File: src/rtl/fe_de_iq.sv
// Fetch-to-decode instruction queue with flush handling and a small branch target buffer.
// The head entry is presented to decode; the BTB captures issued branch instructions.
module fe_de_iq #(
    parameter int unsigned DEPTH       = 4,
    parameter int unsigned BTB_ENTRIES = 4,
    parameter int unsigned BTB_DLY     = 10,
    parameter int unsigned CAUSE_W     = 5
) (
    input  logic                   clk,
    input  logic                   cpurst_n,
    input  logic                   fet_valid,
    output logic                   fet_ready,
    input  logic [31:0]            fetch_pc,
    input  logic [31:0]            rv32_instr_todec,
    input  logic [15:0]            rv16_instr_todec,
    input  logic                   fe2de_rv16,
    input  logic                   predict_bxxtaken,
    input  logic                   fet_is_x1,
    input  logic                   fet_is_xn,
    input  logic                   g_int,
    input  logic [CAUSE_W-1:0]     causecode_int,
    input  logic                   de_stall,
    input  logic                   exe_stall,
    input  logic                   memacc_stall,
    input  logic                   fet_flush,
    input  logic                   branch_predict_err,
    input  logic                   fence_stall,
    input  logic                   de2fe_branch,
    input  logic                   de2ex_inst_valid,
    input  logic [31:0]            btb_lookup_pc,
    output logic                   fe2de_valid,
    output logic [31:0]            fe2de_pc_ffout,
    output logic [31:0]            fe2de_instr_ffout,
    output logic                   fe2de_rv16_ffout,
    output logic                   fe2de_predict_bxxtaken_ffout,
    output logic                   fet_is_x1_ffout,
    output logic                   fet_is_xn_ffout,
    output logic                   fe2de_g_int_ffout,
    output logic [CAUSE_W-1:0]     fe2de_causecode_int_ffout,
    output logic                   fe_de_stall,
    output logic                   de2ex_inst_valid_real,
    output logic                   btb_hit,
    output logic [31:0]            btb_instr,
    output logic                   btb_valid,
    output logic [$clog2(DEPTH):0] iq_count
);

    localparam int unsigned AW = $clog2(DEPTH);
    localparam int unsigned BW = (BTB_ENTRIES > 1) ? $clog2(BTB_ENTRIES) : 1;
    localparam logic [3:0]  DLY_C = 4'(BTB_DLY);

    typedef struct packed {
        logic [31:0]        pc;
        logic [31:0]        instr;
        logic [15:0]        i16;
        logic               rv16;
        logic               bxx;
        logic               x1;
        logic               xn;
        logic               gint;
        logic [CAUSE_W-1:0] cause;
    } entry_t;

    entry_t          mem_q [DEPTH];
    logic [AW-1:0]   wptr_q, wptr_d, rptr_q, rptr_d;
    logic [AW:0]     count_q, count_d;
    logic [31:0]     last_pc_q;
    entry_t          head_e, new_e;
    logic            stall, push, pop, flush;

    logic [31:0]      btb_pc_q  [BTB_ENTRIES];
    logic [31:0]      btb_ins_q [BTB_ENTRIES];
    logic [BTB_ENTRIES-1:0] btb_v_q;
    logic [BW-1:0]    alloc_q, alloc_d, cap_idx, w_idx;
    logic [3:0]       dly_q, dly_d;
    logic             btb_en_q, btb_en_d;
    logic             capture, cap_hit, lk_hit;
    logic [31:0]      lk_ins, cap_data;

    assign stall   = de_stall | exe_stall | memacc_stall;
    // DEPTH is a power of two, so the count MSB is set exactly when full.
    assign fet_ready = ~count_q[AW];
    assign push    = fet_valid & fet_ready;
    assign pop     = fe2de_valid & ~stall;
    assign flush   = (fet_flush | branch_predict_err | fence_stall) & ~stall;
    assign iq_count = count_q;
    assign fe_de_stall = stall;
    assign de2ex_inst_valid_real = de2ex_inst_valid & ~stall;

    assign head_e = mem_q[rptr_q];
    assign new_e  = '{pc: fetch_pc, instr: rv32_instr_todec, i16: rv16_instr_todec,
                      rv16: fe2de_rv16, bxx: predict_bxxtaken, x1: fet_is_x1,
                      xn: fet_is_xn, gint: g_int, cause: causecode_int};

    always_comb begin
        fe2de_valid                  = (count_q != '0);
        fe2de_pc_ffout               = fe2de_valid ? head_e.pc : last_pc_q;
        fe2de_instr_ffout            = fe2de_valid ? head_e.instr : '0;
        fe2de_rv16_ffout             = fe2de_valid & head_e.rv16;
        fe2de_predict_bxxtaken_ffout = fe2de_valid & head_e.bxx;
        fet_is_x1_ffout              = fe2de_valid & head_e.x1;
        fet_is_xn_ffout              = fe2de_valid & head_e.xn;
        fe2de_g_int_ffout            = fe2de_valid & head_e.gint;
        fe2de_causecode_int_ffout    = fe2de_valid ? head_e.cause : '0;
    end

    always_comb begin
        wptr_d  = wptr_q;
        rptr_d  = rptr_q;
        count_d = count_q;
        if (flush) begin
            wptr_d  = '0;
            rptr_d  = '0;
            count_d = '0;
        end else begin
            if (push) wptr_d = wptr_q + 1'b1;
            if (pop)  rptr_d = rptr_q + 1'b1;
            if (push && !pop)      count_d = count_q + 1'b1;
            else if (!push && pop) count_d = count_q - 1'b1;
        end
    end

    always_ff @(posedge clk or negedge cpurst_n) begin
        if (!cpurst_n) begin
            wptr_q    <= '0;
            rptr_q    <= '0;
            count_q   <= '0;
            last_pc_q <= '0;
        end else begin
            wptr_q  <= wptr_d;
            rptr_q  <= rptr_d;
            count_q <= count_d;
            if (pop) last_pc_q <= head_e.pc;
        end
    end

    always_ff @(posedge clk) begin
        if (push && !flush) mem_q[wptr_q] <= new_e;
    end

    assign capture  = btb_en_q & de2ex_inst_valid_real;
    assign cap_data = fe2de_rv16_ffout ? {16'h0000, head_e.i16} : fe2de_instr_ffout;

    always_comb begin
        cap_hit = 1'b0;
        cap_idx = '0;
        lk_hit  = 1'b0;
        lk_ins  = '0;
        for (int unsigned i = 0; i < BTB_ENTRIES; i++) begin
            if (btb_v_q[i] && (btb_pc_q[i] == fe2de_pc_ffout)) begin
                cap_hit = 1'b1;
                cap_idx = BW'(i);
            end
            if (btb_v_q[i] && (btb_pc_q[i] == btb_lookup_pc)) begin
                lk_hit = 1'b1;
                lk_ins = btb_ins_q[i];
            end
        end
    end

    assign btb_valid = (dly_q == DLY_C);
    assign btb_hit   = btb_valid & lk_hit;
    assign btb_instr = btb_hit ? lk_ins : '0;
    assign w_idx     = cap_hit ? cap_idx : alloc_q;

    always_comb begin
        alloc_d = alloc_q;
        if (capture && !cap_hit)
            alloc_d = (alloc_q == BW'(BTB_ENTRIES - 1)) ? '0 : alloc_q + 1'b1;
        btb_en_d = btb_en_q;
        if (capture)           btb_en_d = 1'b0;
        else if (de2fe_branch) btb_en_d = 1'b1;
        dly_d = (dly_q == DLY_C) ? dly_q : dly_q + 1'b1;
    end

    always_ff @(posedge clk or negedge cpurst_n) begin
        if (!cpurst_n) begin
            btb_v_q  <= '0;
            alloc_q  <= '0;
            btb_en_q <= 1'b0;
            dly_q    <= '0;
        end else begin
            alloc_q  <= alloc_d;
            btb_en_q <= btb_en_d;
            dly_q    <= dly_d;
            if (capture) btb_v_q[w_idx] <= 1'b1;
        end
    end

    always_ff @(posedge clk) begin
        if (capture) begin
            btb_pc_q[w_idx]  <= fe2de_pc_ffout;
            btb_ins_q[w_idx] <= cap_data;
        end
    end

endmodule

File: config.mk
export PLATFORM = sky130hd
export DESIGN_NAME = fe_de_iq
export DESIGN_NICKNAME = d
export VERILOG_FILES = /design/src/rtl/fe_de_iq.sv
export SDC_FILE = /design/constraint.sdc
export NUM_CORES = 1
export LEC_CHECK = 0
export CORE_MARGIN = 2
export CORE_UTILIZATION = 45
export CTS_CLUSTER_DIAMETER = 30
export CTS_CLUSTER_SIZE = 24
export DETAILED_ROUTE_END_ITERATION = 10
export DONT_BUFFER_PORTS = 1
export PLACE_DENSITY = 0.61
export SYNTH_ARGS = -nofsm -noshare
export SYNTH_HDL_FRONTEND = slang
export SYNTH_SLANG_ARGS = --single-unit
File: constraint.sdc
create_clock -name clk -period 24.5 [get_ports clk]
set_clock_uncertainty 0.1 [all_clocks]
set_input_delay 4.9 -clock clk [delete_from_list [all_inputs] [get_ports clk]]
set_output_delay 4.9 -clock clk [all_outputs]
set_load 0.01 [all_outputs]
### Yosys cells after proc, flatten, opt, wreduce, memory -nomap -nowiden

Memories as Yosys holds them, arrays and structs flattened.
Cells that the tools add are included.

| cells by class | value |
|---|---|
| magnitude comparators | 2 |
| add/subtract/negate cells | 6 |
| reductions and logical operators | 22 |
| bitwise logic cells | 18 |
| shift-type cells | 0 |
| eq/ne operators | 10 |
| divide/modulo/power cells | 0 |
| multipliers | 0 |
| multiplexer cells | 37 |

Operators by type and width:

| operator | count |
|---|---|
| $eq 32x32->1 | 8 |
| $mux 32 | 8 |
| $mux 1 | 16 |
| $mux 2 | 8 |
| $logic_and 1x1->1 | 13 |
| $and 1x1->1 | 11 |
| $mux 3 | 3 |
| $add 2x1->2 const B | 3 |
| $reduce_bool 2->1 | 3 |
| $reduce_bool 3->1 | 2 |
| $mux 5 | 1 |
| $add 4x1->4 const B | 1 |
| $eq 4x4->1 const B | 1 |
| $logic_not 1->1 | 4 |
| $or 1x1->1 | 4 |
| $or 4x4->4 | 1 |
| $add 3x1->3 const B | 1 |
| $lt 2x3->1 const B | 1 |
| $sub 3x1->3 const B | 1 |
| $demux 1 s2 | 1 |
| $eq 2x2->1 const B | 1 |
| $ge 2x1->1 const B | 1 |
| $not 1->1 | 2 |

| word-level totals | value |
|---|---|
| bits in writable memories | 616 |
| input port bits | 133 |
| memories | 3 |
| register bits after elaboration | 50 |
| output and inout bits | 115 |
| latch bits | 0 |
| word-level logic and storage cells | 106 |
| bits in read-only memories | 0 |

Memories:

| name | depth | bits a word | read ports | clocked after Yosys merged registers in | wr ports | RTL line | source |
|---|---|---|---|---|---|---|---|
| mem_q | 4 | 90 | 1 | 0 | 1 | 64 | `entry_t mem_q [DEPTH];` |
| btb_ins_q | 4 | 32 | 4 | 0 | 1 | 72 | `logic [31:0] btb_ins_q [BTB_ENTRIES];` |
| btb_pc_q | 4 | 32 | 4 | 0 | 1 | 71 | `logic [31:0] btb_pc_q [BTB_ENTRIES];` |

### Logic depth before layout (Yosys ltp)

| logic depth | value |
|---|---|
| depth in word-level cells | 14 |
| gate-level depth with buffers | 14 |

### Worst setup path before layout

OpenSTA, ideal clock, no wires.

| path | value |
|---|---|
| path type | input port to flip-flop |
| start point | input exe_stall |
| end point | memory btb_ins_q[3][0], enable pin |
| arrival time | 12.215 ns |
| data required time | 23.737 ns |
| stages | 4 |
| setup time | 0.663 ns |
| setup slack | 11.522 ns |
| path buffers | 0 |
| path through | nor3_1 -> and3_1 -> o31ai_2 -> o41ai_1 |

| between the ends | value |
|---|---|
| word-level cells in the longest chain between the ends | 7 |

Ends and longest elaborated chain:

| item | RTL line | source |
|---|---|---|
| start: declaration | 23 | `input logic exe_stall,` |
| $or 1x1->1 (2 in a row) | 80 | `assign stall = de_stall \| exe_stall \| memacc_stall;` |
| $not 1->1 | 88 | `assign de2ex_inst_valid_real = de2ex_inst_valid & ~stall;` |
| $and 1x1->1 | 88 |  |
| $and 1x1->1 | 141 | `assign capture = btb_en_q & de2ex_inst_valid_real;` |
| $mux 1 | 191 | `if (capture) begin` |
| $mux 1 (not written as such) | 193 | `btb_ins_q[w_idx] <= cap_data;` |
| end: declaration | 72 |  |

No other way between the ends.

### Worst setup path after layout

| path | value |
|---|---|
| start point | input btb_lookup_pc[14] |
| end point | output btb_instr[6] |

| between the ends | value |
|---|---|
| word-level cells in the longest chain between the ends | 8 |

Ends and longest elaborated chain:

| item | RTL line | source |
|---|---|---|
| start: declaration | 30 | `input logic [31:0] btb_lookup_pc,` |
| $eq 32x32->1 | 154 | `if (btb_v_q[i] && (btb_pc_q[i] == btb_lookup_pc)) begin` |
| $logic_and 1x1->1 | 154 |  |
| $mux 1 (4 in a row) | 154 |  |
| $and 1x1->1 | 162 | `assign btb_hit = btb_valid & lk_hit;` |
| $mux 32 * | 163 | `assign btb_instr = btb_hit ? lk_ins : '0;` |
| end: declaration | 43 | `output logic [31:0] btb_instr,` |

Every way passes the cells marked *; elsewhere a longest branch is shown, timed or not.

==> metrics <==
cell type with the highest aggregate area in the netlist edfxtp_1; overall via count from detail_route 17,915; Total Negative Setup Slacks 0 ns; CTS max path bufs 3; IO Count 248; #FFs+latches synth 666; combinational share of power 0.255; DPL Wire Length 69,000 µm; overall die width 262 µm; drc violations 0; post-synthesis area per instance 15.6 µm²; Die Outline Area 68,700 µm²; Max Clk Rate 74.6 MHz; RSZ-0062 raised after global routing false; global placement routability congestion 1.00; path type of the worst setup path input port to primary output; critical path data arrival time 8.40 ns; number of distinct standard cells referenced by the synthesized netlist 77; net switching power 0.00156 W; die extent in y 262 µm; max-slew violation count 0; CP Launch Type input port; run status finished, final reports clean; WL per Instance 32.9 µm; area grow syn2layout 18.7%; Net count, final 2,152; commonest non-fill, non-tap cells in the layout 616 x edfxtp_1, 139 x clkbuf_16, 121 x inv_1; Sequential Power Share 0.350; GR Overflow Total 0; power density normalized to cell area 130 nW/µm²; Max-Slew Margin vs Limit 0.201; Final Cycle Share 0.547; slew at the pin closest to its max-slew limit 1.20 ns; antenna violations before repair 1; busiest grt layer met2; starting utilization of the core area 0.455; Yosys top cell area share 0.617; clock tree root driver cell clkbuf_16; count of warnings emitted by yosys 0; number of enable flip-flop cells after synthesis 616; Pre-antenna DRT Iters 6; number of global-route vias before repair 18,163; Clock Pin Slew Worst Setup and Hold Paths 0.05 ns; launch instance of the worst register-to-register path rptr_q[0]; Clk network pwr share 0.395; share of final-layout standard cells stronger than drive strength 1 0.204; number of H-tree branching levels 4; leakage power 12.7 nW; critical path capture point type primary output; CTS tree yes; Post-CTS Setup Repair Bufs 0; worst flop-to-flop path endpoint btb_ins_q[2][0]; final setup vio count 0; Hold Crit Class flop to flop; Post-Syn Nets 2,068; Fin. Hold Viols 0; worst min-delay path startpoint dly_q[3]; combined area of all synthesized cells 30,000 µm²; met2 track demand over resource 0.426; Worst EP required 19.50 ns; DR vias/cell 6.01; FILL cells 5,302; Sw Ratio 0.336; first-pass GRT wire length 137,000 µm; CTS-repair resized insts 0; Internal 0.00307 W; Synth async-reset ratio 0.0751; most common library cell in the layout ignoring fill and taps edfxtp_1; number of buffers added by the clock tree synthesis step 135; core region area 65,900 µm²; number of DRC markers in iteration 0 2,111; combined area of the multi-input logic cells 9480 µm²; overall fraction of global-route tracks in use 0.290; Hold Buf Count CTS 0; Seq/Total Area, Yosys 0.658; clock sinks 666; Final Hold Slack 0.390 ns; count of antenna-violating nets left after detailed routing 0; port buffer count 0; number of rows created at floorplan 94; met1 GRT Util 0.409; destination of the worst hold path dly_q[3]; later-pin clock latency in the skew report 0.72 ns; final critical path time including I/O delays and setup 13.40 ns; pin count of the biggest net entering global routing 66; flip-flop cell with the highest count after synthesis edfxtp_1; hold depth 1; largest voltage drop on the vdd net 0.0000871 V; Register-to-Register Setup Slack 18.04 ns; sequential cell area 19,800 µm²; cell depth of the worst flop-to-flop path 12; Mapped Cells 1,927; total wire length 98,300 µm; ant diodes 0; number of max-cap violations 0; dominant cells by area after synthesis edfxtp_1 62%, mux4_2 6.6%, dfrtp_1 4.2%, mux2i_1 3.7%, xor2_1 3.5%; met3 layer usage reported by global route 0.0899; maximum fanout count along the critical path 33
power groups by stage:
stage / clock [W] / combinational, W / sequential (W)
floorplan: 0 / 0.000807 / 0.00153
global placement: 0 / 0.00116 / 0.00163
detailed placement: 0 / 0.00116 / 0.00163
CTS: 0.00185 / 0.00117 / 0.00161
global route: 0.00191 / 0.00124 / 0.00163
finish: 0.00183 / 0.00118 / 0.00162
kinds of logic after synthesis:
family / share of synthesized area
simple gates: 0.0678
fa+ha+maj: 0.00359
xor+xnor: 0.0677
compound gates: 0.0418
buf+inv: 0.0279
mux: 0.133
flops: 0.658
per-layer routing:
metal | part of all wire | up-vias
li1 | - | 7541
met1 | 0.42 | 9338
met2 | 0.45 | 870
met3 | 0.096 | 166
met4 | 0.031 | 0
met5 | 0 | -
cell type report:
type | instances | share of cell area
inverters | 122 | 0.0129
well taps | 864 | 0.0304
flip-flops and latches | 666 | 0.555
clock buffers | 160 | 0.101
clock inverters | 85 | 0.0291
repair buffers | 27 | 0.00569
multi-input cells | 1059 | 0.266
how the worst max path moves through the flow:
stage                 startpoint         endpoint
2_1_floorplan          exe_stall  btb_ins_q[3][0]
3_3_place_gp   btb_lookup_pc[14]     btb_instr[5]
3_5_place_dp   btb_lookup_pc[14]    btb_instr[27]
4_1_cts        btb_lookup_pc[14]    btb_instr[27]
5_1_grt        btb_lookup_pc[14]    btb_instr[21]
6_report       btb_lookup_pc[14]     btb_instr[6]
critical path, stage by stage:
cell and delay [ns]:
xnor2_1 0.22, nand4_1 0.23, nor4_1 0.53, nand4_1 0.13
or4_2 0.68, buf_4 0.33, nand4b_1 0.20, nand2_1 0.64
nor2_1 0.48
metrics by stage:
step           total power (W)  setup slack, ns  std cells  instance area [µm²]   util
2_1_floorplan          0.00234            11.52       1927                30000      -
3_3_place_gp           0.00280            11.08       2738                31000  0.470
3_5_place_dp           0.00280            10.98       2738                31000  0.470
4_1_cts                0.00464            10.99       2983                35600  0.541
5_1_grt                0.00478            10.84       2983                35600  0.541
6_report               0.00463            11.10       2983                35600  0.541
synthesized netlist by cell type (9+ instances only):
master and n:
and3_1 9, o22ai_1 14, a2111oi_0 11, nor2b_1 38
clkbuf_1 46, xnor2_1 113, o21ai_0 28, mux2_2 69
dfrtp_1 50, nor2_1 76, and2_1 44, nor3_1 10
mux4_2 88, nand3_1 18, a21oi_1 12, a22oi_1 23
xor2_1 119, nand2_1 75, edfxtp_1 616, nand2b_1 20
nand4_1 30, mux2i_1 111, nor4_1 33, inv_1 121
buf_2 21
sequential cells by signal, indices dropped and copies added, names as in the netlist:
| signal | cells |
|---|---|
| btb_pc_q | 128 |
| btb_ins_q | 128 |
| btb_v_q | 4 |
| rptr_q | 2 |
| dly_q | 4 |
| wptr_q | 2 |
| last_pc_q | 32 |
| mem_q | 360 |
| btb_en_q | 1 |
| alloc_q | 2 |
| iq_count | 3 |
Note: power is estimated with default switching activity, not from simulation.
